## src/rtl/multicycle_main_controller.sv

```systemverilog
// Main control FSM for the multicycle MIPS datapath: sequences each instruction,
// drives datapath mux selects/enables and aluop, and bounds waits on mem_ready.
module multicycle_main_controller #(
  parameter int unsigned WAIT_LIMIT = 255,
  parameter int unsigned CNT_W      = 8
) (
  input  logic       clk_i,
  input  logic       reset_i,
  input  logic [5:0] op_i,
  input  logic       zero_i,
  input  logic       mem_ready_i,
  output logic       iord_o,
  output logic       memwrite_o,
  output logic       irwrite_o,
  output logic       regdst_o,
  output logic       memtoreg_o,
  output logic       regwrite_o,
  output logic       alusrca_o,
  output logic [1:0] alusrcb_o,
  output logic [1:0] pcsrc_o,
  output logic [1:0] aluop_o,
  output logic       pcen_o,
  output logic       illegal_op_o,
  output logic       mem_timeout_o
);

  localparam logic [3:0] S_FETCH   = 4'd0;
  localparam logic [3:0] S_DECODE  = 4'd1;
  localparam logic [3:0] S_MEMADR  = 4'd2;
  localparam logic [3:0] S_MEMRD   = 4'd3;
  localparam logic [3:0] S_MEMWB   = 4'd4;
  localparam logic [3:0] S_MEMWR   = 4'd5;
  localparam logic [3:0] S_RTYPEEX = 4'd6;
  localparam logic [3:0] S_RTYPEWB = 4'd7;
  localparam logic [3:0] S_BEQEX   = 4'd8;
  localparam logic [3:0] S_ADDIEX  = 4'd9;
  localparam logic [3:0] S_ADDIWB  = 4'd10;
  localparam logic [3:0] S_JEX     = 4'd11;

  localparam logic [5:0] OP_LW    = 6'b100011;
  localparam logic [5:0] OP_SW    = 6'b101011;
  localparam logic [5:0] OP_RTYPE = 6'b000000;
  localparam logic [5:0] OP_BEQ   = 6'b000100;
  localparam logic [5:0] OP_ADDI  = 6'b001000;
  localparam logic [5:0] OP_J     = 6'b000010;

  localparam logic [CNT_W-1:0] CNT_LAST = CNT_W'(WAIT_LIMIT - 1);

  logic [3:0]       state_q, state_d;
  logic [CNT_W-1:0] cnt_q, cnt_d;
  logic             wait_st, timeout, pcwrite, branch;

  always_ff @(posedge clk_i) begin
    if (reset_i) begin
      state_q <= S_FETCH;
      cnt_q   <= '0;
    end else begin
      state_q <= state_d;
      cnt_q   <= cnt_d;
    end
  end

  // Next state and Moore output decode; memory-dependent enables gated by mem_ready
  always_comb begin
    state_d       = state_q;
    iord_o        = 1'b0;
    memwrite_o    = 1'b0;
    irwrite_o     = 1'b0;
    regdst_o      = 1'b0;
    memtoreg_o    = 1'b0;
    regwrite_o    = 1'b0;
    alusrca_o     = 1'b0;
    alusrcb_o     = 2'b00;
    pcsrc_o       = 2'b00;
    aluop_o       = 2'b00;
    illegal_op_o  = 1'b0;
    pcwrite       = 1'b0;
    branch        = 1'b0;
    wait_st       = (state_q == S_FETCH) || (state_q == S_MEMRD) || (state_q == S_MEMWR);
    timeout       = wait_st && !mem_ready_i && (cnt_q == CNT_LAST);
    mem_timeout_o = timeout;
    cnt_d         = (wait_st && !mem_ready_i && !timeout) ? cnt_q + CNT_W'(1) : '0;

    case (state_q)
      S_FETCH: begin
        alusrcb_o = 2'b01;
        irwrite_o = mem_ready_i;
        pcwrite   = mem_ready_i;
        if (mem_ready_i) state_d = S_DECODE;
      end
      S_DECODE: begin
        alusrcb_o = 2'b11;
        case (op_i)
          OP_LW, OP_SW: state_d = S_MEMADR;
          OP_RTYPE:     state_d = S_RTYPEEX;
          OP_BEQ:       state_d = S_BEQEX;
          OP_ADDI:      state_d = S_ADDIEX;
          OP_J:         state_d = S_JEX;
          default: begin
            illegal_op_o = 1'b1;
            state_d      = S_FETCH;
          end
        endcase
      end
      S_MEMADR: begin
        alusrca_o = 1'b1;
        alusrcb_o = 2'b10;
        state_d   = (op_i == OP_SW) ? S_MEMWR : S_MEMRD;
      end
      S_MEMRD: begin
        iord_o = 1'b1;
        if (mem_ready_i)  state_d = S_MEMWB;
        else if (timeout) state_d = S_FETCH;
      end
      S_MEMWB: begin
        memtoreg_o = 1'b1;
        regwrite_o = 1'b1;
        state_d    = S_FETCH;
      end
      S_MEMWR: begin
        iord_o     = 1'b1;
        memwrite_o = !timeout;
        if (mem_ready_i || timeout) state_d = S_FETCH;
      end
      S_RTYPEEX: begin
        alusrca_o = 1'b1;
        aluop_o   = 2'b10;
        state_d   = S_RTYPEWB;
      end
      S_RTYPEWB: begin
        regdst_o   = 1'b1;
        regwrite_o = 1'b1;
        state_d    = S_FETCH;
      end
      S_BEQEX: begin
        alusrca_o = 1'b1;
        aluop_o   = 2'b01;
        pcsrc_o   = 2'b01;
        branch    = 1'b1;
        state_d   = S_FETCH;
      end
      S_ADDIEX: begin
        alusrca_o = 1'b1;
        alusrcb_o = 2'b10;
        state_d   = S_ADDIWB;
      end
      S_ADDIWB: begin
        regwrite_o = 1'b1;
        state_d    = S_FETCH;
      end
      S_JEX: begin
        pcsrc_o = 2'b10;
        pcwrite = 1'b1;
        state_d = S_FETCH;
      end
      default: state_d = S_FETCH;
    endcase

    pcen_o = pcwrite | (branch & zero_i);

    // Reset forces a fully quiet datapath regardless of state
    if (reset_i) begin
      iord_o        = 1'b0;
      memwrite_o    = 1'b0;
      irwrite_o     = 1'b0;
      regdst_o      = 1'b0;
      memtoreg_o    = 1'b0;
      regwrite_o    = 1'b0;
      alusrca_o     = 1'b0;
      alusrcb_o     = 2'b00;
      pcsrc_o       = 2'b00;
      aluop_o       = 2'b00;
      pcen_o        = 1'b0;
      illegal_op_o  = 1'b0;
      mem_timeout_o = 1'b0;
    end
  end

endmodule

```

## config.mk

```make
export PLATFORM = sky130hd
export DESIGN_NAME = multicycle_main_controller
export DESIGN_NICKNAME = d
export VERILOG_FILES = /design/src/rtl/multicycle_main_controller.sv
export SDC_FILE = /design/constraint.sdc
export NUM_CORES = 1
export LEC_CHECK = 0
export BUFFER_PORTS_ARGS = -buffer_cell sky130_fd_sc_hd__buf_2
export CAP_MARGIN = 10
export CORE_MARGIN = 4
export CORE_UTILIZATION = 50
export DETAILED_ROUTE_END_ITERATION = 8
export HOLD_SLACK_MARGIN = 0.06
export PLACE_DENSITY = 0.77
export REMOVE_ABC_BUFFERS = 1
export SETUP_SLACK_MARGIN = 0.02
export SYNTH_ARGS = -nofsm -noshare
export SYNTH_HDL_FRONTEND = slang
export SYNTH_SLANG_ARGS = --single-unit
```

## constraint.sdc

```tcl
create_clock -name clk_i -period 1.8 [get_ports clk_i]
set_input_delay 0.09 -clock clk_i [delete_from_list [all_inputs] [get_ports clk_i]]
set_output_delay 0.09 -clock clk_i [all_outputs]
set_load 0.02 [all_outputs]
```

==> flow_summary.yaml <==
setup_path:
  critical_path_buf_inv_count: 2
  critPathArrivalTime_ns: 1.61
  critPathMaxFanout: 6
  start_kind: "flop"
  r2r_cells: 4
  cpPeakStageDelay_ns: 0.42
  endpoint_kind: "primary output"
  required_ns: 1.71
  cpMostUsedCell: "buf_6"
  path_depth: 5
  path_cells: "buf_6 -> or3_4 -> nor3_4 -> or2_4 -> buf_6"
  crit_path_top_delay_cell: "or3_4"
  path_class: "reg -> out"
  path_delay_family: "simple AND/OR/NAND/NOR gates"
global_route:
  gr-total-overflow: 0
  grt_pass1_vias: 968
  grt_max_degree: 15
  grt_antenna_before_repair: 0
  grt_usage_pct: 21.5
  grt_pass1_wl_um: 4350
synthesis:
  ys_ff_latch: 12
  ys_types: 34
  synth-seq-area-share_pct: 26.1
  yosysWarnings: 0
  ys.flop_type: "dfxtp_1"
  synth_cells: 125
  synth_edf_count: 0
  syn-cell-area_um2: 922
  syn-mean-instance-area_um2: 7.38
  async_flop_share_pct: 0
min_path:
  worstHoldPathCells: 2
  holdCritPathClass: "in -> reg"
final_layout:
  fin_util_pct: 70.5
  mostFrequentLayoutCell: "buf_2"
  stdcell_count: 181
  num_antenna_cells: 0
  area_delta_synth_final_pct: 33.4
  final_area_um2: 1230
  drive_above_1_share_pct: 35.9
  fill_cells: 152
  layout.nets: 169
  mostFrequentLayoutCells: "24 x buf_2, 21 x nor2_1, 10 x nor3_1"
timing:
  finalHoldViolCount: 0
  fmax_mhz: 590
  tightest_slew_ns: 0.498
  finalSetupViolCount: 0
  skew_ns: 0.00834
  setup_tns_ns: 0
  drv_slew: 0
  fin_crit_ns: 1.70
  slew_headroom_pct: 66.6
  fin_crit_sh_pct: 94.2
  grt_setup_unrepaired: "yes"
route:
  wl_um: 2520
  route.detailed.vias_per_inst: 5.67
  vias: 1026
  drc: 0
  drt_pass1_iterations: 4
  post_drt_wl_per_cell_um: 13.9
  ant_nets: 0
  drt_iter0_drc: 24
clocking:
  clk_pin_slew_ns: 0.07
  numCtsBuffers: 3
  ctsHtreeMaxLevel: 1
  holdBufCountCts: 0
  clock_path_buffers: 2
  clock_latency_ns: 0.28
  cts_tree: "done"
  cts.sinks: 12
  root_buffer: "clkbuf_4"
place:
  dpl_cell_area_um2: 1100
  dp.cells: 174
  hpwl_um: 1880
  gp_congestion: 0.886
  io_buffer_count: 25
floorplanning:
  num_rows: 15
  fp.dieArea_um2: 2600
  core_area_um2: 1750
  ioPinCount: 26
  start_util_pct: 52.8
  fp.dieH_um: 50.9
  die-width_um: 50.9
power_and_ir_drop:
  p_per_area_nw_per_um2: 712
  power_uw: 876
  leakage_nw: 0.495
  peakVddDrop_uv: 488
run_status:
  status: "finished, final reports clean"
job:
  maxCapViolCount: 0
cell families (layout without fill, tap and decap cells):
family,count (synthesis),count (layout),synth area share [%]
fa+ha+maj,2,2,2.71
buf+inv,11,42,4.61
flops,12,12,26.1
mux,3,3,3.26
xor+xnor,8,8,7.60
compound gates,19,19,16.6
simple gates,70,70,39.2
registers in the layout (all words and copies together), names as in the netlist:
name / count
state_q: 4
cnt_q: 8
metrics by stage:
stage               hold slack [ns]  setup slack (ns)
finish                        0.172             0.104
global route                  0.194            0.0123
CTS                           0.140            0.0433
detailed placement            0.443             0.142
global placement              0.436             0.200
floorplan                     0.156            0.0582
final timing paths:
kind | from | endpoint | slack, ns
setup reg to reg | state_q[0]$_SDFFE_PP0P_ | state_q[1]$_SDFFE_PP0P_ | 0.16
setup / recovery | state_q[2]$_SDFFE_PP0P_ | pcen_o | 0.10
hold / removal | reset_i | state_q[3]$_SDFFE_PP0P_ | 0.17
hold reg to reg | cnt_q[0]$_SDFF_PP0_ | cnt_q[0]$_SDFF_PP0_ | 0.43
where the power goes:
group / leakage [nW] / internal [mW] / switching, mW
combinational: 0.373 / 0.149 / 0.197
sequential: 0.100 / 0.283 / 0.0339
clock: 0.0210 / 0.123 / 0.0907
total: 0.495 / 0.555 / 0.321
layout make-up:
| type | instances | area [um2] | share of cell area (%) |
|---|---|---|---|
| tap | 25 | 31.3 | 2.54 |
| clock buffer | 4 | 36.3 | 2.95 |
| timing repair buffer | 34 | 203 | 16.5 |
| inverter | 4 | 15.0 | 1.22 |
| multi-input combinational | 102 | 691 | 56.2 |
| sequential | 12 | 254 | 20.7 |
Yosys cell counts (3+ instances only):
master | count | area, um2
o21ai_0 | 4 | 20.0
mux2i_1 | 3 | 30.0
xor2_1 | 5 | 43.8
nor3_1 | 12 | 60.1
nand3_1 | 6 | 30.0
or2_2 | 5 | 31.3
dfxtp_1 | 12 | 240
clkbuf_1 | 5 | 18.8
a21oi_1 | 3 | 15.0
nor4_1 | 5 | 31.3
nand2b_1 | 7 | 43.8
xnor2_1 | 3 | 26.3
nand2_1 | 5 | 18.8
inv_1 | 4 | 15.0
nor2_1 | 21 | 78.8
routing by layer:
layer	share of wire, %	global-route usage (%)	vias to the layer above
met5	0	0	-
met4	0.28	5.38	0
met3	5.5	6.41	2
met2	50	35.8	30
met1	45	27.0	483
li1	-	-	511
what timing repair did:
item / CTS / global route
endpoints found under the setup margin: 3 / 5
pin swaps: 1 / 5
resized for setup: 5 / 15
buffers inserted: 0 / 3
Note: power is estimated with default switching activity, not from simulation.
